[src/rtl/pipe_stage_reg.sv]
// pipe_stage_reg: parametrised inter-stage pipeline register.
//
// Carries instruction, PC, PC+8, BD flag, merged exception code and an opaque
// payload bus from one pipeline stage to the next. It also provides a valid
// bit and three controls, in fixed priority order:
//   reset > req > flush > stall > load
//
// Optional feature: define PIPE_PERF_EN to get saturating bubble/stall cycle
// counters. Without it, bubble_cnt and stall_cnt are tied to zero and no
// counter flops are built.
//
// Parameters:
//   PAYLOAD_W  width of the opaque datapath bundle
//   RESET_PC   out_pc value after reset
//   EXC_PC     out_pc value after an exception request
//   CNT_W      width of the optional performance counters
//
// Ports:
//   clk, reset      rising-edge clock, asynchronous active-high reset
//   req             exception/interrupt entry; kills the stage contents
//   flush           insert a bubble (PC and BD still captured)
//   stall           hold the current contents
//   in_*            upstream stage contents
//   stage_exc       exception raised by the upstream stage itself
//   out_*           registered stage contents
//   bubble_cnt      bubble cycles (PIPE_PERF_EN only)
//   stall_cnt       stall cycles (PIPE_PERF_EN only)
module pipe_stage_reg #(
    parameter int unsigned PAYLOAD_W = 128,
    parameter logic [31:0] RESET_PC  = 32'h0000_3000,
    parameter logic [31:0] EXC_PC    = 32'h0000_4180,
    parameter int unsigned CNT_W     = 32
) (
    input  logic                 clk,
    input  logic                 reset,
    input  logic                 req,
    input  logic                 flush,
    input  logic                 stall,
    input  logic                 in_valid,
    input  logic [31:0]          in_instr,
    input  logic [31:0]          in_pc,
    input  logic                 in_bd,
    input  logic [4:0]           in_exc,
    input  logic [4:0]           stage_exc,
    input  logic [PAYLOAD_W-1:0] in_payload,
    output logic                 out_valid,
    output logic [31:0]          out_instr,
    output logic [31:0]          out_pc,
    output logic [31:0]          out_pc8,
    output logic                 out_bd,
    output logic [4:0]           out_exc,
    output logic [PAYLOAD_W-1:0] out_payload,
    output logic [CNT_W-1:0]     bubble_cnt,
    output logic [CNT_W-1:0]     stall_cnt
);

    logic                 valid_q, valid_d;
    logic [31:0]          instr_q, instr_d;
    logic [31:0]          pc_q, pc_d;
    logic [31:0]          pc8_q, pc8_d;
    logic                 bd_q, bd_d;
    logic [4:0]           exc_q, exc_d;
    logic [PAYLOAD_W-1:0] payload_q, payload_d;

    // Earliest exception wins: an exception carried in from an older stage
    // takes precedence over one raised by the upstream stage.
    logic [4:0] exc_merged;
    assign exc_merged = (in_exc != 5'd0) ? in_exc : stage_exc;

    always_comb begin
        valid_d   = valid_q;
        instr_d   = instr_q;
        pc_d      = pc_q;
        pc8_d     = pc8_q;
        bd_d      = bd_q;
        exc_d     = exc_q;
        payload_d = payload_q;
        if (req) begin
            valid_d   = 1'b0;
            instr_d   = 32'd0;
            pc_d      = EXC_PC;
            pc8_d     = EXC_PC + 32'd8;
            bd_d      = 1'b0;
            exc_d     = 5'd0;
            payload_d = '0;
        end else if (flush) begin
            // Bubble still records PC/BD so CP0 sees the macroscopic PC.
            valid_d   = 1'b0;
            instr_d   = 32'd0;
            pc_d      = in_pc;
            pc8_d     = in_pc + 32'd8;
            bd_d      = in_bd;
            exc_d     = 5'd0;
            payload_d = '0;
        end else if (!stall) begin
            valid_d   = in_valid;
            // An empty slot carries neither an instruction nor an exception.
            instr_d   = in_valid ? in_instr : 32'd0;
            pc_d      = in_pc;
            pc8_d     = in_pc + 32'd8;
            bd_d      = in_bd;
            exc_d     = in_valid ? exc_merged : 5'd0;
            payload_d = in_payload;
        end
    end

    always_ff @(posedge clk or posedge reset) begin
        if (reset) begin
            valid_q   <= 1'b0;
            instr_q   <= 32'd0;
            pc_q      <= RESET_PC;
            pc8_q     <= RESET_PC + 32'd8;
            bd_q      <= 1'b0;
            exc_q     <= 5'd0;
            payload_q <= '0;
        end else begin
            valid_q   <= valid_d;
            instr_q   <= instr_d;
            pc_q      <= pc_d;
            pc8_q     <= pc8_d;
            bd_q      <= bd_d;
            exc_q     <= exc_d;
            payload_q <= payload_d;
        end
    end

    assign out_valid   = valid_q;
    assign out_instr   = instr_q;
    assign out_pc      = pc_q;
    assign out_pc8     = pc8_q;
    assign out_bd      = bd_q;
    assign out_exc     = exc_q;
    assign out_payload = payload_q;

`ifdef PIPE_PERF_EN
    logic [CNT_W-1:0] bubble_q;
    logic [CNT_W-1:0] stall_q;
    logic             bubble_inc;
    logic             stall_inc;

    // Counting follows the same priority as the datapath; req counts as neither.
    assign bubble_inc = !req && flush && (bubble_q != {CNT_W{1'b1}});
    assign stall_inc  = !req && !flush && stall && (stall_q != {CNT_W{1'b1}});

    always_ff @(posedge clk or posedge reset) begin
        if (reset) begin
            bubble_q <= '0;
            stall_q  <= '0;
        end else begin
            if (bubble_inc) begin
                bubble_q <= bubble_q + CNT_W'(1);
            end
            if (stall_inc) begin
                stall_q <= stall_q + CNT_W'(1);
            end
        end
    end

    assign bubble_cnt = bubble_q;
    assign stall_cnt  = stall_q;
`else
    assign bubble_cnt = '0;
    assign stall_cnt  = '0;
`endif

endmodule

[config.mk]
export PLATFORM = sky130hd
export DESIGN_NAME = pipe_stage_reg
export DESIGN_NICKNAME = d
export VERILOG_FILES = /design/src/rtl/pipe_stage_reg.sv
export SDC_FILE = /design/constraint.sdc
export NUM_CORES = 1
export LEC_CHECK = 0
export ABC_AREA = 1
export BUFFER_PORTS_ARGS = -buffer_cell sky130_fd_sc_hd__buf_2
export CORE_AREA = 2 2 195 197
export CTS_BUF_LIST = sky130_fd_sc_hd__clkbuf_4 sky130_fd_sc_hd__clkbuf_8
export CTS_CLUSTER_DIAMETER = 100
export DETAILED_ROUTE_END_ITERATION = 12
export DIE_AREA = 0 0 197 199
export HOLD_SLACK_MARGIN = 0.02
export MAX_ROUTING_LAYER = met4
export PLACE_DENSITY = 0.62
export SYNTH_ARGS = -nofsm -noshare
export SYNTH_HDL_FRONTEND = slang
export SYNTH_SLANG_ARGS = --single-unit
[constraint.sdc]
create_clock -name clk -period 16 [get_ports clk]
set_clock_uncertainty 0.05 [all_clocks]
set_input_delay 3.2 -clock clk [delete_from_list [all_inputs] [get_ports clk]]
set_output_delay 3.2 -clock clk [all_outputs]
set_load 0.03 [all_outputs]
==> results_dict.tcl, run 1 <==
set metrics [dict create \
    synth.top_cell.area_share_pct 55.14 \
    comb_power_share_pct 14.3 \
    final_antenna_net_count 0 \
    fp.dieH_um 199 \
    track_usage_pct 16.69 \
    max_stage_delay_ns 0.77 \
    cp.buffers_inverters 4 \
    place.gp.congestion 0.8154 \
    seqCellArea_mm2 0.005712 \
    drc 0 \
    io_buffers 439 \
    maxCapViolations 0 \
    cpMaxStageDelayCell "buf_4" \
    synth.area.top_cells "dfrtp_1, nand2_1, a21oi_1" \
    fmax_mhz 200.8 \
    cp_top_family "buffers and inverters" \
    syn2layout_area_growth_pct 31.12 \
    cts_sinks 228 \
    fin_nets 1769 \
    drive_gt1_share_pct 34.57 \
    finalSetupViolCount 0 \
    worst_path_most_repeated_cell "buf_4" \
    start_kind "input port" \
    dieArea_mm2 0.03920 \
    critPathKind "input port to async pin" \
    p_leak_uw 0.007234 \
    avgSynthCellArea_um2 8.894 \
    grt_pass1_vias 8931 \
    place_hpwl_um 23740 \
    critPathMaxFanout 103 \
    multi_input_area_mm2 0.003623 \
    wl_per_cell_um 15.93 \
    grt_max_degree 104 \
    syn_inst 1138 \
    rsz0062_at_grt "no" \
    cts_tree "done" \
    rows 71 \
    fill_cells 3897 \
    p_sw_share_pct 29.18 \
    die_x_um 197 \
    power.total_uw 1404 \
    pre_cts_slack_ns 10.28 \
    postCtsSetupRepairBufs 0 \
    cp_data_arrival_time_ns 5.51 \
    cp_cell_sequence "buf_2 > inv_8 > buf_4 > buf_4" \
    power_frac_clock_pct 42.0 \
    core_area_mm2 0.03713 \
    relSlewSlack_pct 37.80 \
    clk_latency_ns 0.56 \
    tightest_slew_ns 0.9330 \
    end_kind "async pin" \
    synth.distinct_cells 35 \
    grt_pass1_wl_um 49220 \
    synth_seq_cells 228 \
    p_switching_uw 409.5 \
    ctsResizeCount 0 \
    fin_crit_ns 4.980 \
    cts_buffers 41 \
    dr.pass1.iters 5 \
    vias_per_cell 4.472 \
    yosys_warnings 0 \
    sequentialPowerShare_pct 43.7 \
    first_iter_violations 425 \
    yosysTopAreaCell "dfrtp_1" \
    seq_area_frac_synth_pct 56.43 \
    clk_pin_slew_worst_paths_ns 0.06 \
    cts_buffer_depth 3 \
    vias 9216 \
    ios 504 \
    floorplan.initialDensity_pct 27.26 \
    grt_overflow_total 0 \
    hold_class "register to register" \
    holdBufCountCts 0 \
    p_int_uw 994.0 \
    root_buffer "clkbuf_8" \
    fin_tns_setup_ns 0 \
    routed_wl_um 32840 \
    worst_slack_ns 11.02 \
    antenna_found_initial 3 \
    final_max_slew_viol_count 0 \
    hold_violations 0 \
    htreeDepth 2 \
    worstPathRequired_ns 16.53 \
    period_share_pct 31.12 \
    syn_area_mm2 0.01012 \
    ir_drop_v 0.00005930 \
    outcome "complete, no violations" \
    powerDensity_mw_per_mm2 105.8 \
]
-- registers in the layout, summed over array words and instances (netlist names) --
register     count
out_pc8         29
out_instr       32
out_pc          32
out_exc          5
out_valid        1
out_bd           1
out_payload    128
-- Yosys cell counts (all sizes together) --
master  count
nand4       2
xnor2       1
nor3        2
clkbuf      5
nand3      38
buf       125
nand2     402
o21ai      45
dfstp       5
a21oi     132
o22ai       2
a22o       38
nor3b       1
inv        53
nand3b      1
o22a        1
o211ai      1
a31oi       2
dfrtp     223
ha          1
nor2       56
conb        1
a32o        1
-- layout make-up --
type	count	share of cell area [%]
inverter	53	1.575
timing repair buffer	445	16.91
sequential	228	43.04
antenna	2	0.03771
tap	474	4.469
clock buffer	63	6.204
multi-input combinational	790	27.31
clock inverter	6	0.4526
-- logic make-up (layout without fill, tap and decap cells) --
| family | Yosys count | in the layout | synth area share (%) |
|---|---|---|---|
| other | 1 | 66 | 0.03705 |
| DFF | 228 | 228 | 56.43 |
| buffers and inverters | 183 | 567 | 10.17 |
| AOI/OAI and AO/OA | 222 | 222 | 12.58 |
| and+or+nand+nor | 502 | 502 | 20.56 |
| adders and majority gates | 1 | 1 | 0.1236 |
| xor gates and xnor gates | 1 | 1 | 0.08655 |
-- power by group through the flow --
stage	sequential, µW	combinational (µW)	clock, µW
global route	615	219	640
CTS	613	203	615
global placement	623	201	0
finish	613	200	590
detailed placement	623	203	0
floorplan	667	95.4	0
-- stage by stage --
stage          cell area (µm²)  std cells  hold WS, ns  utilization, %
2_1_floorplan            10360       1201       0.4762               -
3_3_place_gp             12380       1990       0.4121           33.34
3_5_place_dp             12380       1990       0.4104           33.34
4_1_cts                  13270       2059       0.4263           35.72
5_1_grt                  13270       2061       0.4503           35.74
6_report                 13270       2061       0.4256           35.74
-- routing by layer --
metal | vias up | track usage [%] | wire length [µm]
met2 | 434 | 26.00 | 15420
met4 | 0 | 7.073 | 1031
met3 | 61 | 4.968 | 2946
met5 | - | - | 0
met1 | 4339 | 20.18 | 13440
li1 | 4382 | - | -
-- layout by cell type, fill, tap and decap left out, types with 2 or more instances in the layout --
master and count:
a21oi_1 132, a22o_1 38, a31oi_1 2, buf_2 438, buf_4 7, clkbuf_4 7, clkbuf_8 56, clkinv_2 3
clkinvlp_4 2, conb_1 64, dfrtp_1 223, dfstp_2 5, diode_2 2, inv_1 48, inv_2 3, nand2_1 393
nand2_2 5, nand2_4 4, nand3_1 37, nand4_1 2, nor2_1 43, nor2_2 4, nor2_4 8, nor3_1 2
o21ai_0 39, o21ai_1 5, o22ai_1 2
-- path summary, 6_finish.rpt --
path                                             start                     endpoint  slack, ns  depth (start not counted)
min in group asynchronous                        reset  out_payload[76]$_DFFE_PP0P_       2.69                          2
worst max-delay path                             reset  out_payload[32]$_DFFE_PP0P_      11.02                          4
worst min-delay path            out_exc[4]$_DFFE_PP0P_       out_exc[4]$_DFFE_PP0P_       0.43                          2
worst min register to register  out_exc[4]$_DFFE_PP0P_       out_exc[4]$_DFFE_PP0P_       0.43                          2
max in group clk                                 stall      out_pc8[13]$_DFFE_PP1P_      11.17                          8
worst max register to register  out_pc8[3]$_DFFE_PP1P_       out_pc8[3]$_DFFE_PP1P_      15.12                          2
-- worst reg2reg max path, delay by kind of cell, from the launching register on --
family           cells  cell delay (ns)
AO/OA/AOI/OAI        1             0.12
flip-flops           1             0.57
AND/OR/NAND/NOR      1             0.07
(Power assumes the default switching activity.)
==> inputs of run 2 (changes only) <==
--- a/config.mk
+++ b/config.mk
@@ -7,14 +7,14 @@
 export LEC_CHECK = 0
 export ABC_AREA = 1
 export BUFFER_PORTS_ARGS = -buffer_cell sky130_fd_sc_hd__buf_2
-export CORE_AREA = 2 2 195 197
+export CORE_AREA = 2 2 199 201
 export CTS_BUF_LIST = sky130_fd_sc_hd__clkbuf_4 sky130_fd_sc_hd__clkbuf_8
 export CTS_CLUSTER_DIAMETER = 100
 export DETAILED_ROUTE_END_ITERATION = 12
-export DIE_AREA = 0 0 197 199
+export DIE_AREA = 0 0 201 203
 export HOLD_SLACK_MARGIN = 0.02
 export MAX_ROUTING_LAYER = met4
-export PLACE_DENSITY = 0.62
+export PLACE_DENSITY = 0.61
 export SYNTH_ARGS = -nofsm -noshare
 export SYNTH_HDL_FRONTEND = slang
 export SYNTH_SLANG_ARGS = --single-unit
==> constraint.sdc (replaced) <==
create_clock -name clk -period 4.6 [get_ports clk]
set_clock_uncertainty 0.05 [all_clocks]
set_input_delay 0.92 -clock clk [delete_from_list [all_inputs] [get_ports clk]]
set_output_delay 0.92 -clock clk [all_outputs]
set_load 0.03 [all_outputs]
==> results_dict.tcl, run 2 (synthesis results as in run 1) <==
set metrics [dict create \
    outcome "complete, no violations" \
    max_stage_delay_ns 0.60 \
    cts_buffers 41 \
    final_max_slew_viol_count 0 \
    rsz0062_at_grt "no" \
    tightest_slew_ns 0.9737 \
    end_kind "register" \
    sequentialPowerShare_pct 42.7 \
    cts_buffer_depth 3 \
    die_x_um 201 \
    powerDensity_mw_per_mm2 372.2 \
    fin_tns_setup_ns 0 \
    clk_latency_ns 0.56 \
    dieArea_mm2 0.04080 \
    drive_gt1_share_pct 34.94 \
    p_switching_uw 1467 \
    period_share_pct 55.94 \
    io_buffers 439 \
    clk_pin_slew_worst_paths_ns 0.07 \
    ir_drop_v 0.0002113 \
    htreeDepth 2 \
    floorplan.initialDensity_pct 26.31 \
    postCtsSetupRepairBufs 0 \
    r2r_cells 2 \
    ctsResizeCount 0 \
    p_leak_uw 0.007282 \
    largest_reg_flops 128 \
    p_int_uw 3526 \
    min_to "out_pc[18]$_DFFE_PP0P_" \
    min_from "out_pc[18]$_DFFE_PP0P_" \
    worst_slack_ns 2.027 \
    ios 504 \
    grt_overflow_total 0 \
    fin_crit_ns 2.573 \
    maxCapViolations 0 \
    worstPathRequired_ns 5.06 \
    final_antenna_net_count 0 \
    r2r_slack_ns 3.75 \
    grt_pass1_vias 9361 \
    cp_cell_sequence "buf_4 > nand2_4 > nand2_2 > inv_2 > o21ai_1 > nand2_1 > nand2_1 > nand2_1" \
    comb_power_share_pct 14.1 \
    fmax_mhz 388.6 \
    hold_class "register to register" \
    hold_ws_ns 0.4252 \
    wl_per_cell_um 16.07 \
    final_common_cell "buf_2" \
    p_sw_share_pct 29.37 \
    root_buffer "clkbuf_8" \
    place_hpwl_um 24610 \
    cts_tree "done" \
    first_iter_violations 467 \
    cts_sinks 228 \
    reg2reg_from "out_pc8[3]$_DFFE_PP1P_" \
    worst_path_most_repeated_cell "nand2_1" \
    power_frac_clock_pct 43.2 \
    start_kind "input port" \
    pre_cts_slack_ns 1.380 \
    layout_common_cells "buf_2, nand2_1, dfrtp_1" \
    holdPathStages 2 \
    track_usage_pct 16.81 \
    grt_pass1_wl_um 52850 \
    dr.pass1.iters 5 \
    relSlewSlack_pct 35.08 \
    core_area_mm2 0.03847 \
    hold_violations 0 \
    vias_per_cell 4.408 \
    cpMaxStageDelayCell "nand2_2" \
    syn2layout_area_growth_pct 32.54 \
    fp.dieH_um 203 \
    final_util_pct 34.87 \
    grt_max_degree 93 \
    r2r_end "out_pc8[3]$_DFFE_PP1P_" \
    routed_wl_um 34040 \
    finalSetupViolCount 0 \
    place.gp.congestion 0.9554 \
    antenna_found_initial 5 \
    critPathKind "input port to register" \
    fin_nets 1771 \
    vias 9336 \
    rows 72 \
    critPathMaxFanout 43 \
    drc 0 \
    holdBufCountCts 0 \
    cp_data_arrival_time_ns 3.04 \
]
run 2: layout make-up:
type                            instances  area [µm²]
Fill cell                            4056       25050
Sequential cell                       228        5712
Multi-Input combinational cell        790        3623
Timing Repair Buffer                  447        2285
Clock buffer                           62       778.2
Tap cell                              518       648.1
Inverter                               53       205.2
Clock inverter                         14       147.6
Antenna cell                            6       15.01
run 2: how the worst max path moves through the flow:
| stage | end | startpoint | slack (ns) | cells past startpoint |
|---|---|---|---|---|
| after global routing | out_pc8[12]$_DFFE_PP1P_ | stall | 1.82 | 8 |
| after global placement | out_pc8[12]$_DFFE_PP1P_ | stall | 1.44 | 8 |
| after detailed placement | out_pc8[12]$_DFFE_PP1P_ | stall | 1.38 | 8 |
| final | out_pc8[12]$_DFFE_PP1P_ | stall | 2.03 | 8 |
| after CTS | out_pc8[12]$_DFFE_PP1P_ | stall | 2.03 | 8 |
| after floorplan | out_bd$_DFFE_PP0P_ | reset | 0.65 | 1 |
run 2: per-layer routing:
metal	track usage, %	share of wire (%)	up-vias
li1	-	-	4397
met1	20.53	42	4476
met2	26.75	48	407
met3	5.281	8.1	56
met4	4.868	2.3	0
met5	-	0	-
run 2: critical path: cells and delay by family:
family / cells / cell delay (ns)
compound gates: 1 / 0.23
buf+inv: 2 / 0.89
simple gates: 5 / 0.97
run 2: power groups by stage:
stage / clock [µW] / combinational [µW] / sequential, µW
after global routing: 2310 / 766 / 2140
final: 2160 / 704 / 2130
after detailed placement: 0 / 712 / 2170
after CTS: 2240 / 713 / 2130
after global placement: 0 / 705 / 2170
after floorplan: 0 / 332 / 2320
run 2: through the flow:
stage	cells	area, µm²	total power (µW)
final	2118	13410	4993
after global routing	2117	13410	5216
after CTS	2112	13400	5080
after detailed placement	2036	12470	2878
after global placement	2036	12470	2870
after floorplan	1201	10360	2652
==> inputs of run 3 (changes only) <==
--- a/config.mk
+++ b/config.mk
@@ -7,14 +7,14 @@
 export LEC_CHECK = 0
 export ABC_AREA = 1
 export BUFFER_PORTS_ARGS = -buffer_cell sky130_fd_sc_hd__buf_2
-export CORE_AREA = 2 2 199 201
+export CORE_AREA = 2 2 198 200
 export CTS_BUF_LIST = sky130_fd_sc_hd__clkbuf_4 sky130_fd_sc_hd__clkbuf_8
 export CTS_CLUSTER_DIAMETER = 100
 export DETAILED_ROUTE_END_ITERATION = 12
-export DIE_AREA = 0 0 201 203
+export DIE_AREA = 0 0 200 202
 export HOLD_SLACK_MARGIN = 0.02
 export MAX_ROUTING_LAYER = met4
-export PLACE_DENSITY = 0.61
+export PLACE_DENSITY = 0.63
 export SYNTH_ARGS = -nofsm -noshare
 export SYNTH_HDL_FRONTEND = slang
 export SYNTH_SLANG_ARGS = --single-unit
==> constraint.sdc (replaced) <==
create_clock -name clk -period 2.2 [get_ports clk]
set_clock_uncertainty 0.05 [all_clocks]
set_input_delay 0.44 -clock clk [delete_from_list [all_inputs] [get_ports clk]]
set_output_delay 0.44 -clock clk [all_outputs]
set_load 0.03 [all_outputs]
==> results_dict.tcl, run 3 (synthesis results as in run 1) <==
set metrics [dict create \
    htreeDepth 2 \
    critPathMaxFanout 2 \
    outcome "complete, no violations" \
    cp_data_arrival_time_ns 1.35 \
    cts_sinks 228 \
    floorplan.initialDensity_pct 26.43 \
    fmax_mhz 542.4 \
    maxCapViolations 0 \
    tightest_slew_ns 0.7669 \
    fin_crit_ns 1.844 \
    worst_slack_ns 0.3563 \
    end_kind "output pin" \
    reg2reg_from "out_pc8[3]$_DFFE_PP1P_" \
    start_kind "register" \
    p_leak_uw 0.007981 \
    final_common_cell "buf_2" \
    dr.pass1.iters 5 \
    dieArea_mm2 0.04040 \
    place_hpwl_um 24290 \
    holdPathStages 3 \
    max_stage_delay_ns 0.56 \
    drive_gt1_share_pct 32.70 \
    grt_pass1_wl_um 54070 \
    r2r_slack_ns 1.32 \
    rsz0062_at_grt "no" \
    fin_nets 1924 \
    drc 0 \
    hold_class "input port to register" \
    fin_cells 2268 \
    cpMaxStageDelayCell "dfstp_2" \
    cp_top_family "flip-flops" \
    core_area_mm2 0.03829 \
    r2r_cells 2 \
    final_antenna_net_count 0 \
    routed_wl_um 35910 \
    rows 72 \
    powerDensity_mw_per_mm2 710.1 \
    hold_violations 0 \
    first_iter_violations 471 \
    vias_per_cell 4.392 \
    power.total_uw 10690 \
    cts_tree "done" \
    critPathKind "register to output pin" \
    cp_cell_sequence "buf_2" \
    antenna_found_initial 4 \
    final_max_slew_viol_count 0 \
    hold_ws_ns 0.06801 \
    fin_tns_setup_ns 0 \
    ios 504 \
    finalSetupViolCount 0 \
    clk_latency_ns 0.57 \
    clk_pin_slew_worst_paths_ns 0.06 \
    fp.dieH_um 202 \
    syn2layout_area_growth_pct 48.70 \
    vias 9960 \
    cts_buffer_depth 3 \
    wl_per_cell_um 15.83 \
    worstPathRequired_ns 1.71 \
    ir_drop_v 0.0004000 \
    period_share_pct 83.80 \
    r2r_end "out_pc8[3]$_DFFE_PP1P_" \
    largest_reg_flops 128 \
    root_buffer "clkbuf_8" \
    grt_pass1_vias 10111 \
    io_buffers 439 \
    layout_common_cells "buf_2, nand2_1, dfrtp_1" \
    dp_cells 2050 \
    pre_cts_slack_ns 0.3595 \
    postCtsSetupRepairBufs 0 \
    cts_buffers 42 \
    min_to "out_payload[78]$_DFFE_PP0P_" \
    min_from "in_payload[78]" \
    grt_max_degree 129 \
    die_x_um 200 \
    relSlewSlack_pct 48.87 \
    place.gp.congestion 0.8801 \
    track_usage_pct 17.60 \
    grt_overflow_total 0 \
    cp.buffers_inverters 1 \
]
==> run 3: per-stage QoR <==
| step | util (%) | instance area (µm²) |
|---|---|---|
| after floorplan | - | 10360 |
| after CTS | 39.28 | 15040 |
| final | 39.31 | 15050 |
| after global routing | 39.31 | 15050 |
| after detailed placement | 33.25 | 12730 |
| after global placement | 33.25 | 12730 |
==> run 3: worst max path at each step <==
stage	startpoint	endpoint	cells after the start
after floorplan	reset	out_bd$_DFFE_PP0P_	1
after global placement	req	out_pc8[14]$_DFFE_PP0P_	9
after detailed placement	req	out_pc8[14]$_DFFE_PP0P_	9
after CTS	out_pc8[3]$_DFFE_PP1P_	out_pc8[3]	1
after global routing	out_pc8[3]$_DFFE_PP1P_	out_pc8[3]	1
final	out_pc8[3]$_DFFE_PP1P_	out_pc8[3]	1
==> run 3: cell type report <==
cell class	count	area [µm²]
well taps	518	648.1
flip-flops and latches	228	5712
clock buffers	69	862.1
repair buffers	599	3921
clock inverters	7	67.56
fillers	3775	23240
inverters	53	205.2
multi-input cells	790	3623
diodes	4	10.01
==> run 3: repair_timing <==
action / in CTS / in global routing
gates resized for setup: 0 / 0
hold buffers: 138 / 0
hold endpoints to repair: 152 / 0
endpoints found under the setup margin: 0 / 0
==> run 3: power by group <==
part / switching (µW) / internal, µW
clock network: 1890 / 2600
registers: 98.1 / 4360
logic: 1150 / 589
total: 3140 / 7550
==> run 3: per-layer routing <==
layer	vias up	routed length, µm	global-route usage [%]
li1	4702	-	-
met1	4755	14230	19.78
met2	444	17530	29.54
met3	59	3212	5.490
met4	0	939	5.899
met5	-	0	-
==> run 3: worst reg2reg max path, cell delays in order (launching register included) <==
cell	delay [ns]
dfstp_2	0.56
nor2_1	0.07
a21oi_1	0.13
